===== src/rtl/seg7_capture_decode.sv =====
// seg7_capture_decode: settle, decode and store per-digit codes from a multiplexed active-low 7-segment bus
// Ports: clk, reset (async, active-high); seg_n (g..a, active-low), dig_sel (one-hot strobe, 0 = blanked);
//   bcd_out (digit i at [4i+3:4i]), digit_valid (sticky legal flag), upd/upd_idx (write pulse + digit),
//   err (illegal capture pulse), err_cnt (saturating err count).
// Define SEG7_HEX_EN to accept hex letter patterns A..F as codes 10..15.
module seg7_capture_decode #(
  parameter int NUM_DIGITS    = 4,
  parameter int STABLE_CYCLES = 3
) (
  input  logic                    clk,
  input  logic                    reset,
  input  logic [6:0]              seg_n,
  input  logic [NUM_DIGITS-1:0]   dig_sel,
  output logic [4*NUM_DIGITS-1:0] bcd_out,
  output logic [NUM_DIGITS-1:0]   digit_valid,
  output logic                    upd,
  output logic [2:0]              upd_idx,
  output logic                    err,
  output logic [7:0]              err_cnt
);
  typedef enum logic [1:0] {IDLE, SETTLE, CAPTURE, HOLD} state_t;
  state_t state_q, state_d;
  logic [6:0] seg_q;
  logic [NUM_DIGITS-1:0] sel_q;
  logic [6+NUM_DIGITS:0] prev_q;
  logic [7:0] cnt_q, cnt_d, cnt_inc, err_cnt_q, err_cnt_d;
  logic [4*NUM_DIGITS-1:0] bcd_q, bcd_d;
  logic [NUM_DIGITS-1:0] valid_q, valid_d;
  logic upd_q, upd_d, err_q, err_d, go, blank, changed, onehot, legal;
  logic [2:0] idx_q, idx_d;
  logic [4:0] dec;
  int di;
  function automatic logic [4:0] decode(input logic [6:0] p);
    case (p)
      7'h40: decode = 5'h10;
      7'h79: decode = 5'h11;
      7'h24: decode = 5'h12;
      7'h30: decode = 5'h13;
      7'h19: decode = 5'h14;
      7'h12: decode = 5'h15;
      7'h02: decode = 5'h16;
      7'h78: decode = 5'h17;
      7'h00: decode = 5'h18;
      7'h10: decode = 5'h19;
`ifdef SEG7_HEX_EN
      7'h08: decode = 5'h1A;
      7'h03: decode = 5'h1B;
      7'h46: decode = 5'h1C;
      7'h21: decode = 5'h1D;
      7'h06: decode = 5'h1E;
      7'h0E: decode = 5'h1F;
`endif
      default: decode = 5'h00;
    endcase
  endfunction
  always_comb begin
    blank   = sel_q == '0;
    changed = {seg_q, sel_q} != prev_q;
    cnt_inc = cnt_q + 8'd1;
    state_d = state_q;
    cnt_d   = cnt_q;
    go      = 1'b0;
    case (state_q)
      IDLE: if (!blank) begin
        state_d = SETTLE;
        cnt_d   = 8'd1;
      end
      SETTLE: if (blank) state_d = IDLE;
        else if (changed) cnt_d = 8'd1;
        else begin
          cnt_d = cnt_inc;
          if (cnt_inc == 8'(STABLE_CYCLES)) begin
            state_d = CAPTURE;
            go      = 1'b1;
          end
        end
      // CAPTURE tracks changes like HOLD so a change in the capture cycle is not missed
      default: if (blank) state_d = IDLE;
        else if (changed) begin
          state_d = SETTLE;
          cnt_d   = 8'd1;
        end else state_d = HOLD;
    endcase
  end
  always_comb begin
    dec    = decode(seg_q);
    onehot = $onehot(sel_q);
    legal  = onehot && dec[4];
    di     = 0;
    for (int i = 0; i < NUM_DIGITS; i++) if (sel_q[i]) di = i;
    bcd_d   = bcd_q;
    valid_d = valid_q;
    idx_d   = idx_q;
    upd_d   = go && legal;
    err_d   = go && !legal;
    if (go && onehot) begin
      valid_d[di] = dec[4];
      if (dec[4]) bcd_d[di*4 +: 4] = dec[3:0];
    end
    if (upd_d) idx_d = 3'(di);
    err_cnt_d = (err_d && err_cnt_q != 8'hFF) ? err_cnt_q + 8'd1 : err_cnt_q;
  end
  always_ff @(posedge clk or posedge reset) begin
    if (reset) begin
      seg_q     <= 7'h7F;
      sel_q     <= '0;
      prev_q    <= '0;
      state_q   <= IDLE;
      cnt_q     <= 8'd0;
      bcd_q     <= '0;
      valid_q   <= '0;
      upd_q     <= 1'b0;
      err_q     <= 1'b0;
      idx_q     <= 3'd0;
      err_cnt_q <= 8'd0;
    end else begin
      seg_q     <= seg_n;
      sel_q     <= dig_sel;
      prev_q    <= {seg_q, sel_q};
      state_q   <= state_d;
      cnt_q     <= cnt_d;
      bcd_q     <= bcd_d;
      valid_q   <= valid_d;
      upd_q     <= upd_d;
      err_q     <= err_d;
      idx_q     <= idx_d;
      err_cnt_q <= err_cnt_d;
    end
  end
  assign bcd_out     = bcd_q;
  assign digit_valid = valid_q;
  assign upd         = upd_q;
  assign upd_idx     = idx_q;
  assign err         = err_q;
  assign err_cnt     = err_cnt_q;
endmodule

===== config.mk =====
export PLATFORM = sky130hd
export DESIGN_NAME = seg7_capture_decode
export DESIGN_NICKNAME = d
export VERILOG_FILES = /design/src/rtl/seg7_capture_decode.sv
export SDC_FILE = /design/constraint.sdc
export NUM_CORES = 1
export LEC_CHECK = 0
export ABC_AREA = 1
export CORE_ASPECT_RATIO = 2
export CORE_MARGIN = 4
export CORE_UTILIZATION = 45
export DETAILED_ROUTE_END_ITERATION = 10
export HOLD_SLACK_MARGIN = 0.02
export PLACE_DENSITY = 0.75
export SYNTH_ARGS = -nofsm -noshare
export SYNTH_HDL_FRONTEND = slang
export SYNTH_SLANG_ARGS = --single-unit

===== constraint.sdc =====
create_clock -name clk -period 2.62 [get_ports clk]
set_input_delay 0.262 -clock clk [delete_from_list [all_inputs] [get_ports clk]]
set_output_delay 0.262 -clock clk [all_outputs]
set_load 0.1 [all_outputs]

# ---- Word-level counts from Yosys, hierarchy flattened
# Index checks and enable logic that the tools add are counted.
dict set report totals {
  word_cells 78
  inputBits 13
  output_inout_bits 33
  ff_bits 65
}
dict set report classes {
  n_lt_le_gt_ge 2
  n_mux 25
  n_reduce_logical 14
  addsub 6
  eq_ne 17
  shift 2
  bitwise 1
}
# op n
set ops {}
lappend ops {{2-to-1 mux 32 bit} 2}
lappend ops {{case mux 5 bit (10 select lines)} 1}
lappend ops {{2-to-1 mux 8 bit} 5}
lappend ops {{negation 32 -> 33 bit} 1}
lappend ops {{variable shift 4 x 33 -> 16 bit (first input constant)} 1}
lappend ops {{variable part select 4 x 33 -> 16 bit} 1}
lappend ops {{>= comparator 32 x 1 -> 1 bit (second input constant)} 1}
lappend ops {{< comparator 32 x 4 -> 1 bit (second input constant)} 1}
lappend ops {{== test 7 x 5 -> 1 bit (second input constant)} 3}
lappend ops {{== test 7 bit (second input constant)} 3}
lappend ops {{adder 8 x 1 -> 8 bit (second input constant)} 2}
lappend ops {{bitwise mux 16 bit} 1}
lappend ops {{case mux 8 bit (2 select lines)} 1}
lappend ops {{== test 7 x 6 -> 1 bit (second input constant)} 2}
lappend ops {{2-to-1 mux 2 bit} 6}
lappend ops {{!= test 11 bit} 1}
lappend ops {{== test 8 x 2 -> 1 bit (second input constant)} 1}
lappend ops {{!= test 8 bit (second input constant)} 1}
lappend ops {{== test 7 x 2 -> 1 bit (second input constant)} 1}
lappend ops {{logical NOT 7 bit} 1}
lappend ops {{logical AND 1 bit} 6}
lappend ops {{2-to-1 mux 1 bit} 6}
lappend ops {{!= test 3 bit (second input constant)} 2}
lappend ops {{adder 1 x 1 -> 2 bit} 2}
lappend ops {{14 further kinds} 15}

# ---- Longest topological paths before layout
# Gate-level depths: netlist of run 1.
dict set report logic_depth {
  depth_word 8
  ltp_mapped 13
  depth_no_buf 13
}

# ---- Worst setup path before layout of run 1
# OpenSTA, ideal clock, no wires.
dict set report synth_timing {
  kind {reg-to-reg}
  startpoint {register sel_q[0]}
  endpoint {register bcd_q[0] (netlist: bcd_out[0])}
  required_time_ns 2.498
  stages_incl_launch_ff 11
  n_path_buf 1
  setup_time_ns 0.122
  path_slack_ns 0.023
  arrival_ns 2.475
  synth_period_minus_slack_ns 2.597
  path_cell_list {dfrtp_1 > inv_1 > fa_1 > inv_1 > ha_1 > ha_1 > nor3b_1 > clkbuf_1 > nand4_1 > nand2_1 > nand2_1}
}
dict set report synth_between {
  elab_chain_cells 6
  word_cells_on_any_way 10
  classes_between {add/sub: 2; eq/ne: 2; mux: 3; reduce/logical: 3}
}
# element line
set synth_rtl {}
lappend synth_rtl {{from (decl)} 24} ;# logic [NUM_DIGITS-1:0] sel_q;
lappend synth_rtl {{from (signal assigned)} 118} ;# sel_q <= dig_sel;
lappend synth_rtl {{parallel branches: the longest is 4 deep, another holds adder 2 x 2 -> 3 bit} --}
lappend synth_rtl {{logical AND 1 bit *} 96} ;# if (go && onehot) begin
lappend synth_rtl {{AND reduction 2 bit (no source line) *} --}
lappend synth_rtl {{to (signal assigned)} 110} ;# bcd_q <= '0;
lappend synth_rtl {{to (signal assigned)} 122} ;# bcd_q <= bcd_d;
lappend synth_rtl {{to (decl)} 27} ;# logic [4*NUM_DIGITS-1:0] bcd_q, bcd_d;
# Mark *: on every way between the ends.
# A chain may end at the register's enable or synchronous reset.

# ---- Worst setup path after layout of run 1
dict set report layout_timing {
  startpoint {register sel_q[3]}
  endpoint {register bcd_q[11] (netlist: bcd_out[11])}
}
dict set report layout_between {
  elab_chain_cells 6
  word_cells_on_any_way 15
  classes_between {add/sub: 3; eq/ne: 2; shift: 2; mux: 5; reduce/logical: 3}
}
# element
set layout_rtl {}
lappend layout_rtl {{parallel branches: the longest is 6 deep, another holds negation 32 -> 33 bit}}
# Parallel ways; which one is timed is not known.

==> reports/results.ini, run 1 <==
[yosys]
synth-async-reset-ratio = 1.00
synth-edff-count = 0
synth_compound_area_frac = 0.0386
syn_inst = 420
yosysSeqAreaShare = 0.464
synthAdderAreaFrac = 0.0491
synth_xor_area_frac = 0.0177
synth_seq_cells = 64
syn_area_per_cell_um2 = 8.26
synth.distinct_cells = 40
yosys.area_share.simple = 0.355
yosysWarnings = 0
synth_top_family_by_area = simple AND/OR/NAND/NOR gates
syn_nets = 446
ys.flop_type = dfrtp_1
synth_mux_area_frac = 0
syn-cell-area_um2 = 3470

[final_layout]
most-common-layout-cells = 127 x nand2_1, 57 x dfrtp_1, 47 x inv_1
antennaDiodeCount = 0
fin_area_um2 = 4320
multiInputGateArea_um2 = 1610
final.fill_count = 693
seq_area_um2 = 1610
post-route-util = 0.572
fin_nets = 506
syn_to_final_growth_pct = 24.4
layout_commonest_cell = nand2_1
drive_gt1_frac = 0.206
fin_cells = 579

[critical_path]
setup.worst_path.class = flop to flop
path_max_fanout = 15
worstReg2RegStart = sel_q[3]
critPathRequiredTime_ns = 2.89
worstPathArrival_ns = 2.70
crit_start = sel_q[3]
start_kind = flop
endpoint_kind = flop

[global_routing]
grt_pass1_wl_um = 13500
antenna_found_initial = 0
grt_max_degree = 45
grt.total_usage = 0.180
grt_pass1_vias = 3027
grt_overflow = 0

[power]
p_leak_nw = 2.20
total_power_mw = 2.38
peakVddDrop_uv = 449
p_per_area_nw_per_um2 = 551

[timing]
timing.slew.headroom = 0.655
fin_worst_skew_ns = 0.00371
worst_pin_slew_ns = 0.514
clock.fmax_ghz = 0.410
setup_violations = 0
fin_ws_ns = 0.184
hold_violations = 0
fin_crit_ns = 2.44
period_share = 0.930
drv_slew = 0

[routing]
vias = 2989
drc_errors = 0
ant_nets = 0
vias_per_cell = 5.16
finalWirelength_um = 7710
wl_per_cell_um = 13.3
drt_iter0_drc = 167
drtPass1Iterations = 4

[die]
dieArea_um2 = 9260
io_pins = 46
start_util = 0.460
die_h_um = 132
row_count = 45
fp.dieW_um = 70.1
coreArea_um2 = 7540

[placement]
io_buffers = 44
dp.cells = 557
hpwlAfterDp_um = 5870
routabilityCongestion = 0.819
place_ws_ns = 0.102
detailed_place.area_um2 = 3950

[clock_tree]
clk_latency_ns = 0.33
cts_tree = built
clk_path_buf_depth = 2
path_clk_slew_ns = 0.05
cts_root_buf = clkbuf_16
numCtsBuffers = 9
clock-sinks = 64
h-tree-depth = 3
cts_hold_buf = 0

[job]
drv_cap = 0

[run_status]
status = finished clean

[worst_hold_path]
hold_path.class = input pin to asynchronous set/reset pin

==> layer usage <==
layer	up-vias	GRT usage	wire [um]
li1	1468	-	-
met5	-	0	0
met3	30	0.0366	290
met2	74	0.320	4340
met4	0	0.119	316
met1	1417	0.186	2760
==> cells in the mapped netlist (2+ instances only) <==
library cell | n | area, um2
inv_1 | 49 | 184
o21ai_1 | 4 | 20.0
clkbuf_1 | 2 | 7.51
nand3_1 | 42 | 210
nand2_2 | 4 | 25.0
dfrtp_1 | 57 | 1430
nand4_1 | 11 | 68.8
o22ai_1 | 2 | 12.5
inv_2 | 7 | 26.3
nor2_2 | 4 | 25.0
nand4_2 | 2 | 25.0
nor3_1 | 10 | 50.1
nand3_2 | 4 | 40.0
nand3_4 | 2 | 35.0
nor2_8 | 2 | 40.0
ha_1 | 12 | 150
nand2_1 | 127 | 477
o21ai_0 | 7 | 35.0
nor2_1 | 31 | 116
buf_6 | 2 | 22.5
dfstp_2 | 7 | 184
o31ai_1 | 3 | 22.5
nor2_4 | 4 | 45.0
xnor2_1 | 4 | 35.0
nor4_1 | 4 | 25.0
xor2_1 | 3 | 26.3
==> worst max-delay path: stages, from the launching register on <==
cell and delay (ns):
dfrtp_1 0.39, inv_1 0.09, fa_1 0.48, inv_1 0.04
ha_1 0.17, ha_1 0.28, nor3b_2 0.16, buf_4 0.14
buf_4 0.11, nand2_4 0.10, nor2_4 0.13, buf_12 0.14
nand3_1 0.07, nand2_1 0.08
==> repair_timing <==
item	CTS	global route
gates resized for setup	0	4
setup buffers	0	6
setup endpoints to repair	0	19
==> area by class of cell <==
cell class | count | share of cell area
flip-flops and latches | 64 | 0.373
multi-input cells | 293 | 0.372
repair buffers | 55 | 0.110
clock buffers | 12 | 0.0571
inverters | 57 | 0.0496
well taps | 94 | 0.0273
clock inverters | 4 | 0.0104
==> logic make-up after synthesis <==
logic type | Yosys count
other | 1
xor gates and xnor gates | 7
AOI/OAI and AO/OA | 21
buffers and inverters | 63
adders and majority gates | 13
DFF | 64
and+or+nand+nor | 251
==> registers in the layout, indices dropped and copies added (netlist names) <==
name / cells
cnt_q: 8
state_q: 2
err: 1
seg_q: 7
sel_q: 4
bcd_out: 16
upd_idx: 2
digit_valid: 4
err_cnt: 8
prev_q: 11
upd: 1
==> through the flow <==
stage,hold slack (ns),setup TNS (ns)
final,0.276,0
after global routing,0.338,-0.00669
after CTS,0.288,0
after detailed placement,0.383,0
after global placement,0.379,0
after floorplan,0.266,0
==> worst paths after layout <==
path | to | slack (ns) | cells past startpoint
setup / recovery | bcd_out[11] | 0.18 | 13
hold / removal | prev_q[5] | 0.28 | 2
setup reg to reg | bcd_out[11] | 0.18 | 13
hold reg to reg | prev_q[0] | 0.41 | 0
max in group asynchronous | err_cnt[2] | 1.76 | 3
min in group clk | seg_q[4] | 0.34 | 1
==> power breakdown <==
group	total (mW)	switching [mW]	internal [mW]
Sequential	1.03	0.0163	1.01
Combinational	0.187	0.112	0.0752
Clock	1.16	0.407	0.757
Note: power is estimated with default switching activity, not from simulation.
==> inputs of run 2 (changes only) <==
--- a/config.mk
+++ b/config.mk
@@ -6,6 +6,7 @@
 export NUM_CORES = 1
 export LEC_CHECK = 0
 export ABC_AREA = 1
+export CAP_MARGIN = 20
 export CORE_ASPECT_RATIO = 2
 export CORE_MARGIN = 4
 export CORE_UTILIZATION = 45
==> results of run 2 <==
The final DEF is identical to that of run 1; final timing and power are the same.
==> inputs of run 3 (changes only) <==
--- a/config.mk
+++ b/config.mk
@@ -13,6 +13,7 @@
 export DETAILED_ROUTE_END_ITERATION = 10
 export HOLD_SLACK_MARGIN = 0.02
 export PLACE_DENSITY = 0.75
+export SETUP_SLACK_MARGIN = 0.02
 export SYNTH_ARGS = -nofsm -noshare
 export SYNTH_HDL_FRONTEND = slang
 export SYNTH_SLANG_ARGS = --single-unit
==> run 3 against run 2 <==
Against the previous run: largest cell class unchanged; total power barely moved; wire length down 0.21%; critical path type unchanged; utilization is the same; fmax barely moved; die area unchanged; non-clock buffer count unchanged; critical path depth unchanged; hold slack is essentially flat; cell count did not move; clock-buffer cell count is the same.
==> reports/results.ini, run 3 (synthesis gave the netlist of run 1 again) <==
[routing]
ant_nets = 0  ; unchanged
finalWirelength_um = 7690  ; -0.21%
drtPass1Iterations = 4  ; unchanged
vias_per_cell = 5.16  ; -0.13%
vias = 2985  ; -0.13%
drc_errors = 0  ; unchanged
wl_per_cell_um = 13.3  ; -0.21%
drt_iter0_drc = 145  ; -13%

[clock_tree]
clk_path_buf_depth = 2  ; unchanged
numCtsBuffers = 9  ; unchanged
cts_root_buf = clkbuf_16
clk_latency_ns = 0.33  ; about the same
clock-sinks = 64  ; unchanged
h-tree-depth = 3  ; unchanged
cts_tree = built
path_clk_slew_ns = 0.05  ; about the same
cts_hold_buf = 0  ; unchanged

[timing]
rsz0062_at_grt = true
fin_crit_ns = 2.43  ; -0.00235 ns
clock.fmax_ghz = 0.411  ; about the same
period_share = 0.929  ; about the same
setup_violations = 0  ; unchanged
drv_slew = 0  ; unchanged
fin_ws_ns = 0.186  ; +0.00235 ns
fin_worst_skew_ns = 0.00380  ; +0.0000936 ns
timing.slew.headroom = 0.655  ; about the same
hold_violations = 0  ; unchanged
worst_pin_slew_ns = 0.514  ; +0.0000458 ns
fin_hold_ws_ns = 0.276  ; +0.000251 ns

[critical_path]
slowest_stage = fa_1
crit_family = adder cells
start_kind = flop
critPathRequiredTime_ns = 2.88  ; about the same
cp_num_buf_inv = 5  ; unchanged
endpoint_kind = flop
worstPathArrival_ns = 2.70  ; about the same
setup.worst_path.class = flop to flop
max_stage_delay_ns = 0.48  ; about the same
crit_chain = inv_1, fa_1, inv_1, ha_1, ha_1, nor3b_2, buf_4, buf_4, nand2_4, nor2_4, buf_12, nand3_1, nand2_1
path_max_fanout = 15  ; unchanged

[final_layout]
fin_nets = 506  ; unchanged
antennaDiodeCount = 0  ; unchanged
largest_register_ffs = 16  ; unchanged
drive_gt1_frac = 0.206  ; unchanged
final.fill_count = 693  ; unchanged
most-common-layout-cells = 127 x nand2_1, 57 x dfrtp_1, 47 x inv_1
syn_to_final_growth_pct = 24.4  ; unchanged
fin_cells = 579  ; unchanged
layout_commonest_cell = nand2_1
post-route-util = 0.572  ; unchanged

[global_routing]
grt_max_degree = 45  ; unchanged
grt_overflow = 0  ; unchanged
antenna_found_initial = 0  ; unchanged
grt_pass1_vias = 3027  ; unchanged
grt_pass1_wl_um = 13500  ; unchanged
grt.total_usage = 0.180  ; unchanged

[placement]
hpwlAfterDp_um = 5870  ; unchanged
dp.cells = 557  ; unchanged
io_buffers = 44  ; unchanged
place_ws_ns = 0.102  ; unchanged
routabilityCongestion = 0.819  ; unchanged

[die]
io_pins = 46  ; unchanged
die_h_um = 132  ; unchanged
start_util = 0.460  ; unchanged
fp.dieW_um = 70.1  ; unchanged
dieArea_um2 = 9260  ; unchanged
row_count = 45  ; unchanged
coreArea_um2 = 7540  ; unchanged

[power]
p_leak_nw = 2.20  ; unchanged
p_per_area_nw_per_um2 = 551  ; about the same
peakVddDrop_uv = 449  ; -0.14%

[job]
drv_cap = 0  ; unchanged

[run_status]
status = finished clean

[worst_hold_path]
hold_path.class = input pin to asynchronous set/reset pin

run 3: cell counts in the layout (fill, tap and decap cells not counted):
No cell type changed its count.
run 3: what timing repair did:
| item | in CTS | in global routing |
|---|---|---|
| hold endpoints to repair | 0 | 0 |
| endpoints found under the setup margin | 0 | 19 |
| buffers inserted | 0 | 6 |
| gates resized for setup | 0 | 4 |
run 3: final cells by class:
cell class / instances / area (um2) / area share
Sequential cell: 64 / 1610 / 0.373
Inverter: 57 / 214 / 0.0496
Clock inverter: 4 / 45.0 / 0.0104
Clock buffer: 12 / 246 / 0.0571
Tap cell: 94 / 118 / 0.0273
Multi-Input combinational cell: 293 / 1610 / 0.372
Timing Repair Buffer: 55 / 475 / 0.110
run 3: worst register-to-register path, delay by kind of cell, from the launching register on:
| family | cells | cell delay [ns] |
|---|---|---|
| buffers and inverters | 5 | 0.52 |
| and+or+nand+nor | 5 | 0.54 |
| adders and majority gates | 3 | 0.93 |
| DFF | 1 | 0.39 |
run 3: final timing paths:
kind | from | end | slack (ns) | cells after the start
hold reg to reg | sel_q[0] | prev_q[0] | 0.41 | 0
setup / recovery | sel_q[3] | bcd_out[9] | 0.19 | 13
hold / removal | reset | prev_q[5] | 0.28 | 2
setup reg to reg | sel_q[3] | bcd_out[9] | 0.19 | 13
max in group asynchronous | reset | err_cnt[2] | 1.76 | 3
min in group clk | seg_n[4] | seg_q[4] | 0.34 | 1
run 3: stage by stage:
stage / power [mW] / setup TNS [ns] / cell area, um2
after floorplan: 1.15 / 0 / 3470
after global placement: 1.21 / 0 / 3950
after detailed placement: 1.21 / 0 / 3950
after CTS: 2.38 / 0 / 4250
after global routing: 2.47 / -0.00637 / 4320
final: 2.38 / 0 / 4320
run 3: where the power goes:
part           internal (mW)  total [mW]  switching, mW  leakage, nW
logic                 0.0752       0.187          0.112         1.23
registers               1.01        1.03         0.0163        0.826
clock network          0.757        1.16          0.407        0.146
total                   1.84        2.38          0.535         2.20
run 3: layer usage:
| metal | part of all wire | GRT usage | up-vias |
|---|---|---|---|
| met4 | 0.041 | 0.119 | 0 |
| met1 | 0.36 | 0.186 | 1415 |
| li1 | - | - | 1467 |
| met2 | 0.56 | 0.320 | 73 |
| met3 | 0.040 | 0.0366 | 30 |
| met5 | 0 | 0 | - |
==> variant, RTL diff (config.mk and constraints of run 3) <==
Put one more register stage on the output `err`, without a reset. The value now appears one clock later. The other outputs are not delayed to match.
--- a/src/rtl/seg7_capture_decode.sv
+++ b/src/rtl/seg7_capture_decode.sv
@@ -133,3 +133,5 @@
   assign upd_idx     = idx_q;
-  assign err         = err_q;
+  always_ff @(posedge clk) begin
+    err <= err_q;
+  end
   assign err_cnt     = err_cnt_q;
Formal check against the unedited RTL: not equivalent (a bounded check fails within 10 cycles, from zero or initial values and one cycle with reset high).
==> variant against run 3 <==
Cell area decreased by 1.0%; sequential share of layout area up 0.85 points; final cell count down 1.2%; power shrank 0.90%; synthesized area fell by 0.69%; worst setup slack worse by 0.026 ns; wire length is 0.60% lower; core utilization rose by 0.71 points; sequential cell count is 1 higher; highest routed layer unchanged.
==> variant: results (changes against run 3) <==
Parameter                              Value

GRT
  Routing usage on met2    33.6% (was 32.0%)
  Maximum number of pins on one net before global-route repair    34 (was 45)
  Total track usage    17.8% (was 18.0%)
  Via count of the first global-routing pass    2,941 (was 3,027)
  Met3 demand-to-capacity share in global routing    3.82% (was 3.66%)
  Wire length of the first global-routing pass    13,100 µm (was 13,500 µm)
  Fraction of met1 tracks used by global routing    17.4% (was 18.6%)

Setup path
  Slowest Stage Delay on Critical Path    0.53 ns (was 0.48 ns)
  Setup crit end    bcd_out[7] (was bcd_out[9])
  Worst reg2reg setup slack    0.16 ns (was 0.19 ns)
  Crit path arrival time    2.69 ns (was 2.70 ns)
  Crit-path max FO    7 (was 15)
  R2R cell count    11 (was 13)
  Crit Reg-Reg Startpoint    sel_q[0] (was sel_q[3])

Finish
  N_diodes    0 (unchanged)
  Number of filler instances in the final layout    677 (was 693)
  Layout net count    501 (was 506)
  Largest register FFs    16 (unchanged)
  Ratio of cells with drive above 1 in the final layout    20.2% (was 20.6%)

Routing
  Post-Route WL    7650 µm (was 7690 µm)
  Total length of routed met2 wires    4360 µm (was 4330 µm)
  Metal3 WL    296 µm (was 307 µm)
  Drt initial violations    196 (was 145)
  Vias/cell    5.01 (was 5.16)
  Wire length on met1    2810 µm (was 2740 µm)

Hold path
  Worst hold path type    in -> reg (was in -> async)

Timing
  Transition at the pin with the smallest max-transition slack    0.702 ns (was 0.514 ns)
  Worst slack on hold paths    0.329 ns (was 0.276 ns)
  Fin crit period    2.46 ns (was 2.43 ns)
  Worst setup skew after layout    0.00918 ns (was 0.00380 ns)

Logic synthesis
  Post-synth net total    443 (was 446)
  FFs w/ async S/R, synth    98.5% (was 100%)
  Synth cell count leaders    sky130_fd_sc_hd__nand2_1, sky130_fd_sc_hd__dfrtp_1, sky130_fd_sc_hd__inv_1, sky130_fd_sc_hd__nand3_1, sky130_fd_sc_hd__nor2_1 (unchanged)
  Main area contributors after synthesis    sky130_fd_sc_hd__dfrtp_1, sky130_fd_sc_hd__nand2_1, sky130_fd_sc_hd__nand3_1 (unchanged)
  Share of synthesized area occupied by flip-flops and latches    47.3% (was 46.4%)
  Synth cell types    38 (was 40)

CTS
  Number of CTS-inserted buffers    9 (unchanged)
  H-tree depth    3 (unchanged)

Power
  Net Sw Power    0.545 mW (was 0.535 mW)
  Largest voltage drop on the vdd net    0.000520 V (was 0.000449 V)
  Power per unit of standard cell area    552 mW/mm² (was 551 mW/mm²)
  Leakage Power    2.19 nW (was 2.20 nW)

Placed design
  Routability cong.    0.843 (was 0.819)
  Pre-CTS setup slack    0.0366 ns (was 0.102 ns)
  Post-DP HPWL    5860 µm (was 5870 µm)
  Placed instance area    0.00394 mm² (was 0.00395 mm²)

Outcome
  Result of the run    completed (unchanged)
## variant: cell type report
type                    count  area share, %
clock buffers              14           6.41
clock inverters             2          0.293
inverters                  56           4.92
multi-input cells         290           36.8
flip-flops and latches     65           38.2
well taps                  92           2.69
repair buffers             53           10.7
## variant: timing repair
item,4_1_cts,5_1_grt
buffers inserted,0,3
resized for setup,0,2
setup endpoints to repair,0,17
## variant: cells by family (layout without fill, tap and decap cells)
logic type / count (synthesis) / count (layout) / share of synthesized area, %
AND/OR/NAND/NOR: 249 / 249 / 34.9
flip-flops: 65 / 65 / 47.3
buffers and inverters: 62 / 125 / 7.34
AO/OA/AOI/OAI: 20 / 20 / 3.60
adder cells (fa/ha/maj): 13 / 13 / 4.94
XOR/XNOR: 7 / 7 / 1.78
other: 1 / 1 / 0.109
## variant: per-stage QoR
step                cells  total power [mW]
floorplan             417              1.17
detailed placement    553              1.23
CTS                   569              2.37
global placement      553              1.23
global route          572              2.45
finish                572              2.36
